[src/rtl/fir_io_pkg.sv]
// rtl/fir_io_pkg.sv - shared constants and state encoding for the FIR tile pin driver
// Contents: default sample/result widths, io_in pin indices, driver FSM states.
package fir_io_pkg;

    localparam int BW_IN_DEFAULT  = 6;
    localparam int BW_OUT_DEFAULT = 8;

    localparam int IO_CLK_BIT = 0;
    localparam int IO_RST_BIT = 1;
    localparam int IO_X_LSB   = 2;

    typedef enum logic [1:0] {
        ST_IDLE  = 2'd0,
        ST_RESET = 2'd1,
        ST_RUN   = 2'd2
    } state_t;

endpackage

[src/rtl/dut_clk_gen.sv]
// rtl/dut_clk_gen.sv - phase counter that synthesises the tile clock pin from the system clock
// Ports:
//   clk, rst_n        system clock, asynchronous active-low reset
//   clear             force phase 0 (clock pin low) next cycle
//   hold              freeze the phase (only used while sitting at phase 0)
//   dut_clk           registered tile clock, high for phases CLK_DIV/2..CLK_DIV-1
//   last_phase        current phase is CLK_DIV-1
//   wrap              phase returns to 0 next cycle
//   phase_zero        current phase is 0
module dut_clk_gen
    import fir_io_pkg::*;
#(
    parameter int CLK_DIV = 4
) (
    input  logic clk,
    input  logic rst_n,
    input  logic clear,
    input  logic hold,
    output logic dut_clk,
    output logic last_phase,
    output logic wrap,
    output logic phase_zero
);

    localparam int            PW      = $clog2(CLK_DIV);
    localparam logic [PW-1:0] HALF_M1 = PW'(CLK_DIV / 2 - 1);
    localparam logic [PW-1:0] LAST    = PW'(CLK_DIV - 1);

    logic [PW-1:0] ph_q, ph_d;
    logic          clk_q, clk_d;
    logic          rise_next;

    assign rise_next  = (ph_q == HALF_M1);
    assign last_phase = (ph_q == LAST);
    assign phase_zero = (ph_q == '0);
    assign wrap       = last_phase & ~clear;
    assign dut_clk    = clk_q;

    // The clock pin is tracked incrementally so it always equals (ph >= CLK_DIV/2)
    // one register stage later, without a comparator on the next phase value.
    always_comb begin
        ph_d  = ph_q;
        clk_d = clk_q;
        if (clear) begin
            ph_d  = '0;
            clk_d = 1'b0;
        end else if (!hold) begin
            ph_d = last_phase ? '0 : ph_q + 1'b1;
            if (rise_next) begin
                clk_d = 1'b1;
            end else if (last_phase) begin
                clk_d = 1'b0;
            end
        end
    end

    always_ff @(posedge clk or negedge rst_n) begin
        if (!rst_n) begin
            ph_q  <= '0;
            clk_q <= 1'b0;
        end else begin
            ph_q  <= ph_d;
            clk_q <= clk_d;
        end
    end

endmodule

[src/rtl/fir_io_driver.sv]
// rtl/fir_io_driver.sv - host-side driver for the 8-bit FIR/MAC tile pin interface
// Ports:
//   clk, rst                  system clock, asynchronous active-low reset
//   start                     pulse that (re)starts the tile reset sequence
//   s_valid/s_ready/s_data    input sample stream (signed BW_in bits)
//   m_valid/m_ready/m_data    captured tile result stream (BW_out bits)
//   io_in                     tile pins {0.., x, rst, clk}
//   io_out                    tile result pins
//   busy                      high while resetting or running the tile
module fir_io_driver
    import fir_io_pkg::*;
#(
    parameter int BW_in      = BW_IN_DEFAULT,
    parameter int BW_out     = BW_OUT_DEFAULT,
    parameter int CLK_DIV    = 4,
    parameter int RST_CYCLES = 2
) (
    input  logic              clk,
    input  logic              rst,
    input  logic              start,
    input  logic              s_valid,
    output logic              s_ready,
    input  logic [BW_in-1:0]  s_data,
    output logic              m_valid,
    input  logic              m_ready,
    output logic [BW_out-1:0] m_data,
    output logic [7:0]        io_in,
    input  logic [7:0]        io_out,
    output logic              busy
);

    localparam int             RCW     = (RST_CYCLES > 1) ? $clog2(RST_CYCLES) : 1;
    localparam logic [RCW-1:0] RC_LAST = RCW'(RST_CYCLES - 1);

    state_t              state_q, state_d;
    logic [RCW-1:0]      rcnt_q, rcnt_d;
    logic [BW_in-1:0]    x_q, x_d;
    logic                rst_pin_q;
    logic                m_valid_q, m_valid_d;
    logic [BW_out-1:0]   m_data_q, m_data_d;

    logic dut_clk, last_phase, wrap, phase_zero;
    logic clear, hold, accept;

    // A new sample is only taken at phase 0 so every accepted sample gets one
    // complete, glitch-free tile clock period; start always takes priority.
    assign s_ready = (state_q == ST_RUN) & phase_zero & (~m_valid_q | m_ready) & ~start;
    assign accept  = s_valid & s_ready;
    assign clear   = start | (state_q == ST_IDLE);
    assign hold    = (state_q == ST_RUN) & phase_zero & ~accept;
    assign busy    = (state_q != ST_IDLE);
    assign m_valid = m_valid_q;
    assign m_data  = m_data_q;

    dut_clk_gen #(
        .CLK_DIV(CLK_DIV)
    ) u_clk_gen (
        .clk       (clk),
        .rst_n     (rst),
        .clear     (clear),
        .hold      (hold),
        .dut_clk   (dut_clk),
        .last_phase(last_phase),
        .wrap      (wrap),
        .phase_zero(phase_zero)
    );

    always_comb begin
        state_d   = state_q;
        rcnt_d    = rcnt_q;
        x_d       = x_q;
        m_valid_d = m_valid_q;
        m_data_d  = m_data_q;

        if (m_valid_q & m_ready) begin
            m_valid_d = 1'b0;
        end

        if (start) begin
            state_d   = ST_RESET;
            rcnt_d    = '0;
            x_d       = '0;
            m_valid_d = 1'b0;
        end else begin
            case (state_q)
                ST_RESET: begin
                    if (wrap) begin
                        if (rcnt_q == RC_LAST) begin
                            state_d = ST_RUN;
                            rcnt_d  = '0;
                        end else begin
                            rcnt_d = rcnt_q + 1'b1;
                        end
                    end
                end
                ST_RUN: begin
                    if (accept) begin
                        x_d = s_data;
                    end
                    // Capture on the last phase overrides a same-cycle consume.
                    if (last_phase) begin
                        m_valid_d = 1'b1;
                        m_data_d  = io_out[BW_out-1:0];
                    end
                end
                default: ;
            endcase
        end
    end

    always_ff @(posedge clk or negedge rst) begin
        if (!rst) begin
            state_q   <= ST_IDLE;
            rcnt_q    <= '0;
            x_q       <= '0;
            rst_pin_q <= 1'b0;
            m_valid_q <= 1'b0;
            m_data_q  <= '0;
        end else begin
            state_q   <= state_d;
            rcnt_q    <= rcnt_d;
            x_q       <= x_d;
            rst_pin_q <= (state_d == ST_RESET);
            m_valid_q <= m_valid_d;
            m_data_q  <= m_data_d;
        end
    end

    // Every pin comes straight from a flop; unused upper pins stay low.
    always_comb begin
        io_in                     = '0;
        io_in[IO_CLK_BIT]         = dut_clk;
        io_in[IO_RST_BIT]         = rst_pin_q;
        io_in[IO_X_LSB +: BW_in]  = x_q;
    end

endmodule

[config.mk]
export PLATFORM = sky130hd
export DESIGN_NAME = fir_io_driver
export DESIGN_NICKNAME = d
export VERILOG_FILES = /design/src/rtl/fir_io_pkg.sv /design/src/rtl/dut_clk_gen.sv /design/src/rtl/fir_io_driver.sv
export SDC_FILE = /design/constraint.sdc
export NUM_CORES = 1
export LEC_CHECK = 0
export ABC_AREA = 0
export CAP_MARGIN = 5
export CORE_MARGIN = 2
export CORE_UTILIZATION = 45
export CTS_BUF_LIST = sky130_fd_sc_hd__clkbuf_4
export CTS_CLUSTER_SIZE = 40
export DETAILED_ROUTE_END_ITERATION = 8
export GPL_ROUTABILITY_DRIVEN = 0
export PLACE_DENSITY = 0.78
export REMOVE_ABC_BUFFERS = 1
export SYNTH_ARGS = -nofsm -noshare
export SYNTH_HDL_FRONTEND = slang
export SYNTH_SLANG_ARGS = --single-unit
[constraint.sdc]
create_clock -name clk -period 1.9 [get_ports clk]
set_clock_uncertainty 0.15 [all_clocks]
set_input_delay 0.38 -clock clk [delete_from_list [all_inputs] [get_ports clk]]
set_output_delay 0.38 -clock clk [all_outputs]
set_load 0.01 [all_outputs]
* Word level (Yosys, flattened, before mapping)
Cells that the tools add are included.
** Word-level totals
- Output and inout bits :: 19
- Input bits :: 19
- Register bits after elaboration :: 22
- Word-level logic and storage cells :: 63
** Operators by class
- Add/sub/neg operators :: 2
- Mux-type cells :: 22
- Eq/ne operators :: 6
- Reduce and logical (&&, ||, !) cells :: 12
- Bitwise gates (word level) :: 13
** Operators by type and width (number)
- $mux 6 :: 3
- $mux 2 :: 7
- $mux 1 :: 12
- $reduce_bool 2->1 :: 5
- $and 1x1->1 :: 7
- $eq 2x1->1 const B :: 3
- $reduce_and 2->1 :: 3
- $eq 2x2->1 const B :: 2
- $logic_not 2->1 :: 2
- $not 1->1 :: 4
- $reduce_and 3->1 :: 1
- $reduce_bool 3->1 :: 1
- $add 2x1->2 const B :: 1
- $ne 2x1->1 const B :: 1
- $or 1x1->1 :: 2
- $add 1x1->1 const B :: 1

* Longest topological paths before layout
Gate-level depths: netlist of the first run.
- Word-level depth :: 9
- Mapped depth :: 6

* Cells and area by module
Synthesis of the first run repeated with hierarchy kept, for this count alone.
** Unflattened totals
- Cell total of the unflattened synthesis :: 81
- Area total of the unflattened synthesis :: 1037.2 µm²
** Modules (own cells, without submodules)
- fir_io_driver :: times used 1, cells an instance 64, area an instance 857.1 µm², sequential area each 475.5 µm²
- dut_clk_gen :: times used 1, cells an instance 17, area an instance 180.2 µm², sequential area each 75.1 µm²

* Worst setup path before layout of the first run
OpenSTA, ideal clock, no wires.
- Path kind :: register to register
- Start point :: reg u_clk_gen.ph_q[0]
- End point :: reg m_data_q[0] (netlist: m_data[0])
- Arrival :: 1428 ps
- Path slack :: 197 ps
- Clock period less this slack :: 1703 ps
- Buffers on the path :: 0
- Stages on the path, launching flop included :: 4
- Required time :: 1625 ps
- Cell sequence :: dfrtp_1 > ha_1 > nor4b_4 > mux2_2
** Between the ends
- Cells in the longest elaborated chain, start to end :: 2
** Ends and longest elaborated chain
- start: declaration :: RTL line dut_clk_gen.sv:29 : logic [PW-1:0] ph_q, ph_d;
- start signal: assignment :: RTL line dut_clk_gen.sv:62 : ph_q <= ph_d;
- $eq 2x2->1 :: RTL line dut_clk_gen.sv:34 : assign last_phase = (ph_q == LAST);
- $reduce_and 3->1 (no line)
- end signal: assignment :: RTL line fir_io_driver.sv:125 : m_data_q <= m_data_d;
- end: declaration :: RTL line fir_io_driver.sv:40 : logic [BW_out-1:0] m_data_q, m_data_d;
Every way passes these cells.
A chain may end at the register's enable or synchronous reset.

* Final worst setup path of the first run
- Start point :: reg state_q[1]
- End point :: out busy
** Between the ends
- Cells in the longest elaborated chain, start to end :: 1
** Ends and longest elaborated chain
- start: declaration :: RTL line fir_io_driver.sv:35 : state_t state_q, state_d;
- start signal: assignment :: RTL line fir_io_driver.sv:120 : state_q <= state_d;
- $reduce_bool 2->1 :: RTL line fir_io_driver.sv:51 : assign busy = (state_q != ST_IDLE);
- end: declaration :: RTL line fir_io_driver.sv:29 : output logic busy
Every way passes these cells.

==> metrics.md, run 1 <==
| Metric | Value |
|---|---|
| Status | finished clean |
| Worst Path Arrival | between 1000 and 1500 ps |
| Fin nets | 151 |
| RSZ-0062 raised after global routing | true |
| Die area | ~0.0027 mm² |
| Post-synth top area share | 0.537 |
| #FFs+latches synth | 22 |
| Post-DR wirelength/cell | between 10 and 15 µm |
| Delay-heaviest family, CP | flip-flops |
| Area leader, netlist | dfrtp_1 |
| Int Power | roughly 0.62 mW |
| Largest net degree at the start of global routing | 23 |
| WP depth | 2 |
| Slowest cell on the critical path | dfrtp_1 |
| VDD IR-drop max | 0.000462 V |
| Initial antenna violation count | 0 |
| NetSw | approximately 0.18 mW |
| Clock sink count | 22 |
| Clock Latency Late Sink | 300 ps |
| Comb power frac | 0.142 |
| Drt first-iter violations | 4 |
| Seq/Total Area, Yosys | 0.537 |
| Die height | 51.8 µm |
| Post-route clock period utilization | 0.959 |
| TritonCTS clock tree | built |
| Core Rows | 17 |
| Routed WL | just under 2000 µm |
| Core area | roughly 0.0022 mm² |
| FMAX | approximately 550 MHz |
| Cells after Synth | 79 |
| Layout cells sized above 1 | 0.289 |
| Clk slew on worst S/H paths | 110 ps |
| Clock share of power | 0.257 |
| Critical path cell sequence | or2_2 -> dlygate4sd2_1 |
| Clk root buf | clkbuf_4 |
| Maximum clock path buffer count | 2 |
| First drt pass iteration count | 4 |
| CP Capture Type | output pin |
| CP Class | reg -> out |
| Design area | 0.00153 mm² |
| Cell variety after synth | 24 |
| Total grt overflow | 0 |
| Final ANT Viol Nets | 0 |
| Post-layout util | 0.697 |
| Leak | 0.715 nW |
| Mean Syn Cell Area | between 10 and 15 µm² |
| Fin. max-slew vios | 0 |
| Setup crit start kind | flop |
| Post-route DRC | 0 |
| Fin. Hold Viols | 0 |
| Vias | 747 |
| Top cells by area, synth | dfrtp_1 (54%), mux2_2 (8.8%), mux2_4 (8.8%), nor2b_1 (4.9%), ha_1 (3.7%) |
| Global-route wire length before repair | 3330 µm |
| Area Overhead vs Synth | 48.8% |
| Vias in the first global route | 745 |
| Max stage delay on crit path | 400 ps |
| Htree depth | 1 |
| Reg power frac | 0.601 |
| Minimum clock period | 1820 ps |
| ANT cells | 0 |
| Critical Path Fanout Max | 2 |
| R2R cell count | 6 |
| Sw frac | 0.227 |
| YS warnings | 0 |
| Buf/Inv on CP | 1 |
| PwrDens | 530 mW/mm² |
| Area post-placement | 0.00148 mm² |
| CTS buffer count | 3 |
| Setup TNS | 0 ps |
| Worst Path Required | 1370 ps |
| Worst Hold Class | in -> async |
| Hpwl dp | 1550 µm |
| Vias per inst | approximately 4.8 |
| GR Util All Layers | 0.170 |
| Slew headroom | 0.822 |
| Number of port buffers | 37 |
| Worst slew pin tran | 268 ps |
| # hold bufs at CTS | 0 |
| I/O pin cnt | 38 |
| DIE WIDTH | 51.8 µm |
| Max Cap Viol | 0 |
| Final setup vio count | 0 |
| Mapped Area | between 0.001 and 0.0015 mm² |
| Initial Utilization | 0.468 |
| Fillers | 162 |
-- metrics by stage --
step                      cells  hold slack (ps)  worst slack (ps)  total power, mW
after global placement      151              340              -289            0.600
after global routing        156              299             -16.9            0.857
after detailed placement    151              346              -296            0.605
final                       156              268              77.5            0.809
after floorplan              75            -65.6               197            0.526
after CTS                   156              269             0.323            0.816
-- timing repair --
item	4_1_cts	5_1_grt
resized for setup	5	5
endpoints found under the setup margin	2	7
buffers inserted	1	0
pin swaps	0	1
-- layer usage --
layer  GRT usage  vias up  part of all wire
met1       0.223      361              0.45
met3      0.0172        4             0.021
li1            -      366                 -
met5           0        -                 0
met4       0.105        0             0.020
met2       0.269       16              0.50
-- worst paths after layout --
path | from | slack [ps] | to
max in group asynchronous | rst | 1120 | m_data[4]
hold / removal | rst | 270 | m_valid
min in group clk | m_data[0] | 370 | m_data[0]
setup reg to reg | u_clk_gen.ph_q[0] | 150 | x_q[0]
hold reg to reg | m_data[0] | 370 | m_data[0]
setup / recovery | state_q[1] | 80 | busy
-- worst register-to-register path: stages, from the launching register on --
cell	delay, ps
dfrtp_1	410
inv_2	70
ha_4	120
nand4bb_1	120
buf_4	160
or2_4	300
mux2_4	320
-- cell usage after synthesis (all sizes together) --
master    n
nor2      3
ha        3
buf       3
nand3     2
mux2     14
nor2b     8
a22o      2
nor4b     1
o31ai     1
dfrtp    22
o21ai     1
clkbuf    1
inv       4
a21oi     2
nand2     3
xor2      1
o21bai    2
nand4bb   1
or2       2
nand2b    3
-- cell type report --
type / instances / area [µm²] / share of cell area
Clock buffer: 3 / 22.5 / 0.0148
Clock inverter: 1 / 3.75 / 0.00246
Inverter: 4 / 15.0 / 0.00984
Multi-Input combinational cell: 49 / 445 / 0.292
Sequential cell: 22 / 551 / 0.361
Tap cell: 28 / 35.0 / 0.0230
Timing Repair Buffer: 49 / 454 / 0.298
-- cells by family (layout without fill, tap and decap cells) --
logic type,after synthesis,in the layout,share of synthesized area
fa+ha+maj,3,3,0.0366
mux,14,14,0.176
buf+inv,8,57,0.0439
flops,22,22,0.537
xor+xnor,1,1,0.00854
simple gates,23,23,0.145
compound gates,8,8,0.0537
-- power by group through the flow --
| stage | registers, mW | logic, mW | clock network [mW] |
|---|---|---|---|
| floorplan | 0.497 | 0.0291 | 0 |
| global placement | 0.493 | 0.107 | 0 |
| detailed placement | 0.494 | 0.111 | 0 |
| CTS | 0.485 | 0.112 | 0.219 |
| global route | 0.487 | 0.129 | 0.241 |
| finish | 0.486 | 0.115 | 0.208 |
-- registers in the layout (all words and copies together) (netlist names) --
| name | flops |
|---|---|
| state_q | 2 |
| m_data | 8 |
| rst_pin_q | 1 |
| m_valid | 1 |
| u_clk_gen.ph_q | 2 |
| rcnt_q | 1 |
| x_q | 6 |
| u_clk_gen.dut_clk | 1 |
-- cells in the final DEF, fill, tap and decap left out, types with 2 or more instances in the layout --
cell type / netlist / routed
nand2_1: 3 / 3
clkbuf_4: 0 / 3
inv_2: 1 / 3
dfrtp_1: 22 / 22
a22o_1: 2 / 2
nand2b_1: 3 / 3
o21bai_1: 2 / 2
buf_4: 2 / 12
nor2_1: 3 / 3
nand3_1: 2 / 2
clkdlybuf4s50_1: 0 / 35
nor2b_1: 8 / 8
mux2_4: 6 / 6
a21oi_1: 2 / 2
mux2_2: 8 / 8
ha_1: 3 / 2
Power figures use the tool's default switching activity.
==> inputs of run 2 (changes only) <==
CORE_UTILIZATION = 43   (was 45)
CTS_BUF_LIST = sky130_fd_sc_hd__clkbuf_4 sky130_fd_sc_hd__clkbuf_8 sky130_fd_sc_hd__clkbuf_16   (was sky130_fd_sc_hd__clkbuf_4)
PLACE_DENSITY = 0.75   (was 0.78)
==> metrics.md, run 2 (synthesis gave the netlist of run 1 again) <==
| Metric | Value |
|---|---|
| Minimum clock period | 1840 ps (+21.8 ps) |
| Vias | 772 (+3.3%) |
| Worst Path Required | 1370 ps (about the same) |
| VDD IR-drop max | 0.000409 V (-11%) |
| Most frequent cells in the layout | clkdlybuf4s50_1 (35), dfrtp_1 (22), buf_4 (16), nor2b_1 (8), mux2_2 (8) |
| Slowest cell on the critical path | dfrtp_1 |
| Initial Utilization | 0.459 (-0.00892) |
| Worst setup path start | state_q[0] |
| Die height | 52.8 µm (+2.1%) |
| Clk slew on worst S/H paths | 130 ps (+20 ps) |
| Initial antenna violation count | 0 (unchanged) |
| Clock Latency Late Sink | 320 ps (+20 ps) |
| Number of port buffers | 37 (unchanged) |
| Setup TNS | 0 ps (unchanged) |
| Post-route clock period utilization | 0.971 (+0.0115) |
| # hold bufs at CTS | 0 (unchanged) |
| CTS buffer count | 3 (unchanged) |
| Drt first-iter violations | 6 (+2) |
| Critical Path Fanout Max | 3 (+1) |
| ANT cells | 0 (unchanged) |
| Post-layout util | 0.714 (+0.0170) |
| CP Class | reg -> out |
| Largest net degree at the start of global routing | 23 (unchanged) |
| Vias per inst | 4.80 (+0.14%) |
| PwrDens | 556 mW/mm² (+5.0%) |
| RSZ-0062 raised after global routing | true |
| CP Capture Type | output pin |
| Fin nets | 156 (+3.3%) |
| Leak | 0.751 nW (+5.1%) |
| Worst slew pin tran | 298 ps (+30.1 ps) |
| Fin. max-slew vios | 0 (unchanged) |
| Global-route wire length before repair | 3330 µm (+0.21%) |
| Fin. Hold Viols | 0 (unchanged) |
| Setup slack, reg-to-reg | 80 ps (-70 ps) |
| Routed WL | 2270 µm (+16%) |
| Post-route DRC | 0 (unchanged) |
| R2R Path End | m_data[5] |
| Status | finished clean |
| Worst Path Arrival | 1310 ps (+20 ps) |
| Htree depth | 1 (unchanged) |
| Vias in the first global route | 791 (+6.2%) |
| GR Util All Layers | 0.172 (+0.00214) |
| RR Startpoint | u_clk_gen.ph_q[1] |
| Hold WS | 240 ps (-28.0 ps) |
| Area Overhead vs Synth | 55.4% |
| Final setup vio count | 0 (unchanged) |
| Layout cells sized above 1 | 0.331 (+0.0418) |
| Post-DR wirelength/cell | 14.1 µm (+12%) |
| Worst Hold Class | in -> async |
| Design area | 0.00159 mm² (+4.4%) |
| Total grt overflow | 0 (unchanged) |
| Final ANT Viol Nets | 0 (unchanged) |
| Core area | 0.00223 mm² (+1.9%) |
| DIE WIDTH | 52.8 µm (+2.1%) |
| Max stage delay on crit path | 420 ps (+20 ps) |
| Max Cap Viol | 0 (unchanged) |
| Fillers | 176 (+8.6%) |
| Clk root buf | clkbuf_4 |
| Max FFs per register | 8 (unchanged) |
| TritonCTS clock tree | built |
| Core Rows | 17 (unchanged) |
| I/O pin cnt | 38 (unchanged) |
| Tot Pwr | 0.887 mW (+9.7%) |
| Area post-placement | 0.00149 mm² (+0.51%) |
| Clock sink count | 22 (unchanged) |
| Maximum clock path buffer count | 2 (unchanged) |
| Die area | 0.00279 mm² (+4.3%) |
| FMAX | 542 MHz (-1.2%) |
| Critical path cell sequence | or2_2 -> dlygate4sd2_1 |
| First drt pass iteration count | 4 (unchanged) |
| Slew headroom | 0.801 (-0.0209) |
| Most common cell after layout, fill and taps aside | clkdlybuf4s50_1 |
| R2R cell count | 6 (unchanged) |
| Hpwl dp | 1610 µm (+4.0%) |
| Setup crit start kind | flop |
==> run 2: metrics by stage <==
| stage | std cells | worst slack (ps) |
|---|---|---|
| after detailed placement | 152 | -323 |
| after global routing | 161 | -17.0 |
| final | 161 | 55.7 |
| after global placement | 152 | -303 |
| after floorplan | 75 | 197 |
| after CTS | 159 | 6.91 |
==> run 2: layout make-up <==
cell class | count | area (µm²) | share of cell area
inverters | 4 | 15.0 | 0.00942
repair buffers | 54 | 495 | 0.311
multi-input cells | 49 | 462 | 0.290
clock buffers | 4 | 36.3 | 0.0228
flip-flops and latches | 22 | 551 | 0.345
well taps | 28 | 35.0 | 0.0220
==> run 2: layer usage <==
layer / up-vias / wire [µm] / GRT usage
met3: 5 / 144 / 0.0543
li1: 371 / - / -
met2: 29 / 1160 / 0.315
met5: - / 0 / 0
met1: 367 / 925 / 0.176
met4: 0 / 42 / 0.0769
==> run 2: worst max-delay path: cells and delay by family, from the launching register on <==
kind,cells,cell delay (ps)
and+or+nand+nor,1,290
DFF,1,420
buffers and inverters,1,290
==> run 2: where the power goes <==
group	total, mW	internal, mW	switching, mW	leakage (nW)
Combinational	0.132	0.0807	0.0511	0.436
Clock	0.269	0.117	0.151	0.0210
Sequential	0.486	0.479	0.00780	0.294
==> run 2: how the worst max path moves through the flow <==
| stage | endpoint | slack [ps] |
|---|---|---|
| 2_1_floorplan | m_data[0] | 200 |
| 3_5_place_dp | s_ready | -320 |
| 6_report | busy | 60 |
| 4_1_cts | x_q[2] | 7 |
| 3_3_place_gp | s_ready | -300 |
| 5_1_grt | s_ready | -20 |
==> run 2: repair_timing <==
action	in CTS	in global routing
setup endpoints to repair	2	7
pin swaps	0	1
buffers inserted	3	2
gates resized for setup	5	7
